$ cat config.mk
export PLATFORM = sky130hd
export DESIGN_NAME = pipe_scheduler
export DESIGN_NICKNAME = d
export VERILOG_FILES = /design/src/rtl/pipe_scheduler.sv
export SDC_FILE = /design/constraint.sdc
export NUM_CORES = 1
export LEC_CHECK = 0
export ABC_AREA = 1
export ABC_CLOCK_PERIOD_IN_PS = 2300
export CAP_MARGIN = 20
export CORE_MARGIN = 10
export CORE_UTILIZATION = 48
export CTS_BUF_LIST = sky130_fd_sc_hd__clkbuf_8
export DETAILED_ROUTE_END_ITERATION = 8
export GPL_TIMING_DRIVEN = 0
export PLACE_DENSITY = 0.78
export SLEW_MARGIN = 15
export SYNTH_ARGS = -nofsm -noshare
export SYNTH_HDL_FRONTEND = slang
export SYNTH_SLANG_ARGS = --single-unit
$ cat constraint.sdc
create_clock -name clk -period 2.3 [get_ports clk]
set_clock_uncertainty 0.05 [all_clocks]
set_input_delay 0.69 -clock clk [delete_from_list [all_inputs] [get_ports clk]]
set_output_delay 0.69 -clock clk [all_outputs]
set_load 0.03 [all_outputs]
$ cat src/rtl/pipe_scheduler.sv
// Pipe-column sequencer: paces columns with a tick divider, alternates gap/pipe runs, owns the pattern LFSR.
// Optional macro PIPE_SCHED_SPEEDUP_EN shortens the tick period as more pipes are spawned.
module pipe_scheduler #(
    parameter int         SPEED_DIV = 16,
    parameter int         GAP       = 4,
    parameter int         PIPE_W    = 2,
    parameter logic [7:0] LFSR_SEED = 8'hA5
) (
    input  logic        clk,
    input  logic        reset,
    input  logic        start,
    input  logic        stop,
    output logic [7:0]  rng,
    input  logic [15:0] newPipe,
    output logic [15:0] col_data,
    output logic        col_valid,
    input  logic        col_ready,
    output logic [7:0]  spawn_count,
    output logic        busy
);
    localparam int DW = $clog2(SPEED_DIV);
    localparam int CW = $clog2((GAP > PIPE_W ? GAP : PIPE_W) + 1);

    typedef enum logic [1:0] {IDLE, EMPTY, PIPE} state_t;

    state_t         state_reg, state_next;
    logic [7:0]     lfsr_reg, lfsr_next;
    logic [15:0]    pipe_reg, pipe_next;
    logic [15:0]    data_reg, data_next;
    logic           valid_reg, valid_next;
    logic           pending_reg, pending_next;
    logic [7:0]     spawn_reg, spawn_next;
    logic [DW-1:0]  div_reg, div_next;
    logic [CW-1:0]  cnt_reg, cnt_next;
    logic           tick;
    logic           emit;

`ifdef PIPE_SCHED_SPEEDUP_EN
    localparam int STEP  = SPEED_DIV >> 4;
    localparam int FLOOR = SPEED_DIV >> 2;
    logic [DW:0] limit_reg, limit_next;
    int          reduce;
    int          speed_lim;

    always_comb begin
        reduce    = int'(spawn_reg >> 3) * STEP;
        speed_lim = (SPEED_DIV - reduce < FLOOR) ? FLOOR : SPEED_DIV - reduce;
    end

    assign tick = ({1'b0, div_reg} == limit_reg - 1'b1);
`else
    assign tick = (div_reg == DW'(SPEED_DIV - 1));
`endif

    always_comb begin
        state_next   = state_reg;
        lfsr_next    = lfsr_reg;
        pipe_next    = pipe_reg;
        data_next    = data_reg;
        valid_next   = valid_reg;
        pending_next = pending_reg;
        spawn_next   = spawn_reg;
        div_next     = div_reg;
        cnt_next     = cnt_reg;
        emit         = 1'b0;
`ifdef PIPE_SCHED_SPEEDUP_EN
        limit_next   = limit_reg;
`endif
        if (state_reg == IDLE) begin
            div_next = '0;
            if (start && !stop) begin
                state_next   = EMPTY;
                cnt_next     = CW'(GAP);
                spawn_next   = '0;
                lfsr_next    = LFSR_SEED;
                pending_next = 1'b0;
`ifdef PIPE_SCHED_SPEEDUP_EN
                limit_next   = (DW+1)'(SPEED_DIV);
`endif
            end
        end else if (stop) begin
            // Abort: the outstanding column is dropped, spawn_count and lfsr are kept for inspection
            state_next   = IDLE;
            valid_next   = 1'b0;
            pending_next = 1'b0;
            div_next     = '0;
        end else begin
            div_next = tick ? '0 : div_reg + 1'b1;
`ifdef PIPE_SCHED_SPEEDUP_EN
            if (tick)
                limit_next = (DW+1)'(speed_lim);
`endif
            if (valid_reg && col_ready)
                valid_next = 1'b0;
            // A tick that lands on an outstanding column is remembered once; extra ticks are lost
            if (tick && valid_reg)
                pending_next = 1'b1;
            emit = (tick || pending_reg) && !valid_reg;
            if (emit) begin
                pending_next = 1'b0;
                valid_next   = 1'b1;
                data_next    = (state_reg == PIPE) ? pipe_reg : 16'h0000;
                if (cnt_reg == CW'(1)) begin
                    if (state_reg == EMPTY) begin
                        state_next = PIPE;
                        pipe_next  = newPipe;
                        lfsr_next  = {lfsr_reg[6:0], lfsr_reg[7] ^ lfsr_reg[5] ^ lfsr_reg[4] ^ lfsr_reg[3]};
                        if (spawn_reg != 8'hFF)
                            spawn_next = spawn_reg + 8'd1;
                        cnt_next   = CW'(PIPE_W);
                    end else begin
                        state_next = EMPTY;
                        cnt_next   = CW'(GAP);
                    end
                end else begin
                    cnt_next = cnt_reg - 1'b1;
                end
            end
        end
    end

    always_ff @(posedge clk or posedge reset) begin
        if (reset) begin
            state_reg   <= IDLE;
            lfsr_reg    <= LFSR_SEED;
            pipe_reg    <= '0;
            data_reg    <= '0;
            valid_reg   <= 1'b0;
            pending_reg <= 1'b0;
            spawn_reg   <= '0;
            div_reg     <= '0;
            cnt_reg     <= '0;
`ifdef PIPE_SCHED_SPEEDUP_EN
            limit_reg   <= (DW+1)'(SPEED_DIV);
`endif
        end else begin
            state_reg   <= state_next;
            lfsr_reg    <= lfsr_next;
            pipe_reg    <= pipe_next;
            data_reg    <= data_next;
            valid_reg   <= valid_next;
            pending_reg <= pending_next;
            spawn_reg   <= spawn_next;
            div_reg     <= div_next;
            cnt_reg     <= cnt_next;
`ifdef PIPE_SCHED_SPEEDUP_EN
            limit_reg   <= limit_next;
`endif
        end
    end

    assign rng         = lfsr_reg;
    assign col_data    = data_reg;
    assign col_valid   = valid_reg;
    assign spawn_count = spawn_reg;
    assign busy        = (state_reg != IDLE);

endmodule

==> flow_metrics.tcl, run 1 <==
set metrics [dict create \
    status "finished clean" \
    fillers 466 \
    use_met1 0.171 \
    cap_violations 0 \
    netlist_area_um2 2780 \
    wirelength_um 6530 \
    drc 0 \
    rsz0062_at_grt "no" \
    hold_class "reg -> reg" \
    synth.top_cell.area_share 0.494 \
    cts_buffers 9 \
    ir_worst_vdd_v 0.000428 \
    num_vias 2384 \
    syn_avg_cell_area_um2 8.36 \
    cts.sinks 59 \
    grt_use_total 0.154 \
    startpoint_type "register" \
    leakagePower_nw 1.70 \
    path_buf_inv 1 \
    final_nets 423 \
    finalHoldViolCount 0 \
    layout-drive-gt1-share 0.109 \
    layout.area.seq_um2 1480 \
    fin_crit_sh 0.981 \
    cp.depth 1 \
    ys_seq_area_frac 0.532 \
    slew_viol_final 0 \
    hold_buffers 0 \
    synthToLayoutAreaGrowth_pct 28.6 \
    final_area_um2 3580 \
    grt-ovfl-total 0 \
    cts_buffer_depth 2 \
    antenna_found_initial 0 \
    clk_latency_ns 0.34 \
    cp_slowest_cell "clkdlybuf4s50_1" \
    yosysMostFrequentCell "nand2_1" \
    critical_path.max_stage_delay_ns 0.72 \
    ioPinCount 55 \
    syn_nets 358 \
    start_util 0.499 \
    ys_seq_elements 59 \
    hpwl_um 4690 \
    cts_setup_buffers 0 \
    place_ws_ns -0.107 \
    path_cells "clkdlybuf4s50_1" \
    reg2reg_depth 8 \
    end_kind "primary output" \
    n_antenna_cell 0 \
    die_w_um 96.2 \
    cts_tree "done" \
    required_ns 1.56 \
    instances_no_fill 475 \
    finalWorstSetupSlack_ns 0.0433 \
    p_per_area_nw_per_um2 862 \
    slew_headroom 0.535 \
    clk_pin_slew_ns 0.06 \
    drtPass1Iterations 4 \
    yosysUniqueCellTypes 29 \
    die_area_um2 9250 \
    path_class "reg -> out" \
    gr-max-usage-layer "met2" \
    use_met3 0.0521 \
    yosysWarnings 0 \
    synth_edf_count 0 \
    async_reset_ff_frac 1.00 \
    clockRootBuffer "clkbuf_8" \
    critPathMaxFanout 7 \
    yosys-top-cells-count "111 x nand2_1, 55 x dfrtp_1, 37 x inv_1" \
    synthTopCellsByArea "dfrtp_1 49%, nand2_1 15%, o21ai_0 6.5%" \
    holdPathStages 1 \
    setup_viol 0 \
    grt_max_degree 60 \
    final_antenna_net_count 0 \
    synthFlopType "dfrtp_1" \
    die_height_um 96.2 \
    syn_inst 333 \
    gp_congestion 0.842 \
    drtIter0Drc 113 \
    arrival_ns 1.52 \
    place_area_um2 3420 \
    multi_input_area_um2 1100 \
    fp-row-count 27 \
    fin_crit_ns 2.26 \
    core_um2 5570 \
    max_freq_mhz 443 \
    synth_area_leader_cell "dfrtp_1" \
    grtUsageMet2 0.253 \
    grt_pass1_vias 2463 \
    wl_per_cell_um 13.8 \
    path_delay_family "buffers and inverters" \
    routed_via_density 5.02 \
    h-tree-depth 3 \
    grt_pass1_wl_um 11100 \
    place_inst 459 \
    worst_pin_slew_ns 0.697 \
    portBuffers 54 \
]
==> worst reg2reg max path: cells and delay by family, from the launching register on <==
kind	cells	cell delay (ns)
and+or+nand+nor	3	0.62
buffers and inverters	3	0.47
DFF	1	0.37
adders and majority gates	1	0.14
AOI/OAI and AO/OA	1	0.09
==> power breakdown <==
group / switching (mW) / leakage [nW] / internal (mW)
Sequential: 0.117 / 0.800 / 1.18
Combinational: 0.637 / 0.814 / 0.362
Clock: 0.412 / 0.0874 / 0.376
==> final timing paths <==
check / startpoint / to / slack [ns]
max in group asynchronous: reset / div_reg[1]$_DFF_PP0_ / 0.97
min: div_reg[0]$_DFF_PP0_ / div_reg[0]$_DFF_PP0_ / 0.42
max reg2reg: cnt_reg[1]$_DFFE_PP0P_ / pipe_reg[12]$_DFFE_PP0P_ / 0.41
min in group asynchronous: reset / pipe_reg[11]$_DFFE_PP0P_ / 0.78
min reg2reg: div_reg[0]$_DFF_PP0_ / div_reg[0]$_DFF_PP0_ / 0.42
max: spawn_count[0]$_DFFE_PP0P_ / spawn_count[0] / 0.04
==> logic make-up after synthesis <==
| group | synth area share |
|---|---|
| flip-flops | 0.532 |
| AO/OA/AOI/OAI | 0.107 |
| buffers and inverters | 0.0751 |
| AND/OR/NAND/NOR | 0.255 |
| adder cells (fa/ha/maj) | 0.0180 |
| XOR/XNOR | 0.0126 |
==> placed cells by master (no fill, tap or decap) <==
master           netlist  final
o21ai_1                5      5
dlymetal6s2s_1         0      1
nor3_1                 1      1
nand4_1                5      5
o211ai_1               1      1
inv_4                  0      1
a21oi_1                3      3
nand3_4                1      1
nor2_2                 3      2
clkinv_2               0      3
o21ai_2                7      7
xor2_1                 1      1
clkbuf_1               7      7
nand2_2                2      2
clkdlybuf4s50_1        0     48
buf_6                  2      3
nor2_1                21     21
nand4_4                1      1
xnor2_1                3      3
nor2_4                 1      2
nor3b_1                1      1
inv_1                 37     38
clkbuf_8               0      9
dfrtp_1               55     55
nand3_2                2      2
clkinvlp_4             0      2
inv_2                  1      1
nand3_1               14     14
o21ai_0               36     36
dfstp_2                4      4
dlygate4sd2_1          0      4
buf_2                  2      3
a21oi_2                1      1
nand2_1              111    111
ha_1                   4      4
==> layout make-up <==
| cell class | instances | area share |
|---|---|---|
| sequential | 59 | 0.414 |
| tap | 72 | 0.0252 |
| clock buffer | 9 | 0.0346 |
| clock inverter | 7 | 0.0105 |
| timing repair buffer | 54 | 0.149 |
| multi-input combinational | 224 | 0.307 |
| buffer | 12 | 0.0196 |
| inverter | 38 | 0.0405 |
==> what timing repair did <==
item                       in CTS  in global routing
cloned                          0                  0
resized for setup               9                  3
setup endpoints to repair       5                  2
==> metal layers <==
layer / share of wire / up-vias
met3: 0.081 / 10
met1: 0.41 / 1113
li1: - / 1188
met2: 0.49 / 73
met5: 0 / -
met4: 0.019 / 0
==> per-stage QoR <==
| stage | TNS (ns) | hold WS, ns | total power, mW | util |
|---|---|---|---|---|
| after floorplan | 0 | 0.380 | 1.98 | - |
| after detailed placement | -1.74 | 0.414 | 2.34 | 0.613 |
| after global placement | -52.03 | 0.403 | 2.29 | 0.613 |
| after global routing | 0 | 0.452 | 3.27 | 0.642 |
| final | 0 | 0.416 | 3.08 | 0.642 |
| after CTS | 0 | 0.423 | 3.09 | 0.640 |
Note: power is estimated with default switching activity, not from simulation.
==> inputs of run 2 (changes only) <==
CAP_MARGIN = not set   (was 20)
==> results of run 2 <==
The final DEF is identical to that of run 1; final timing and power are the same.
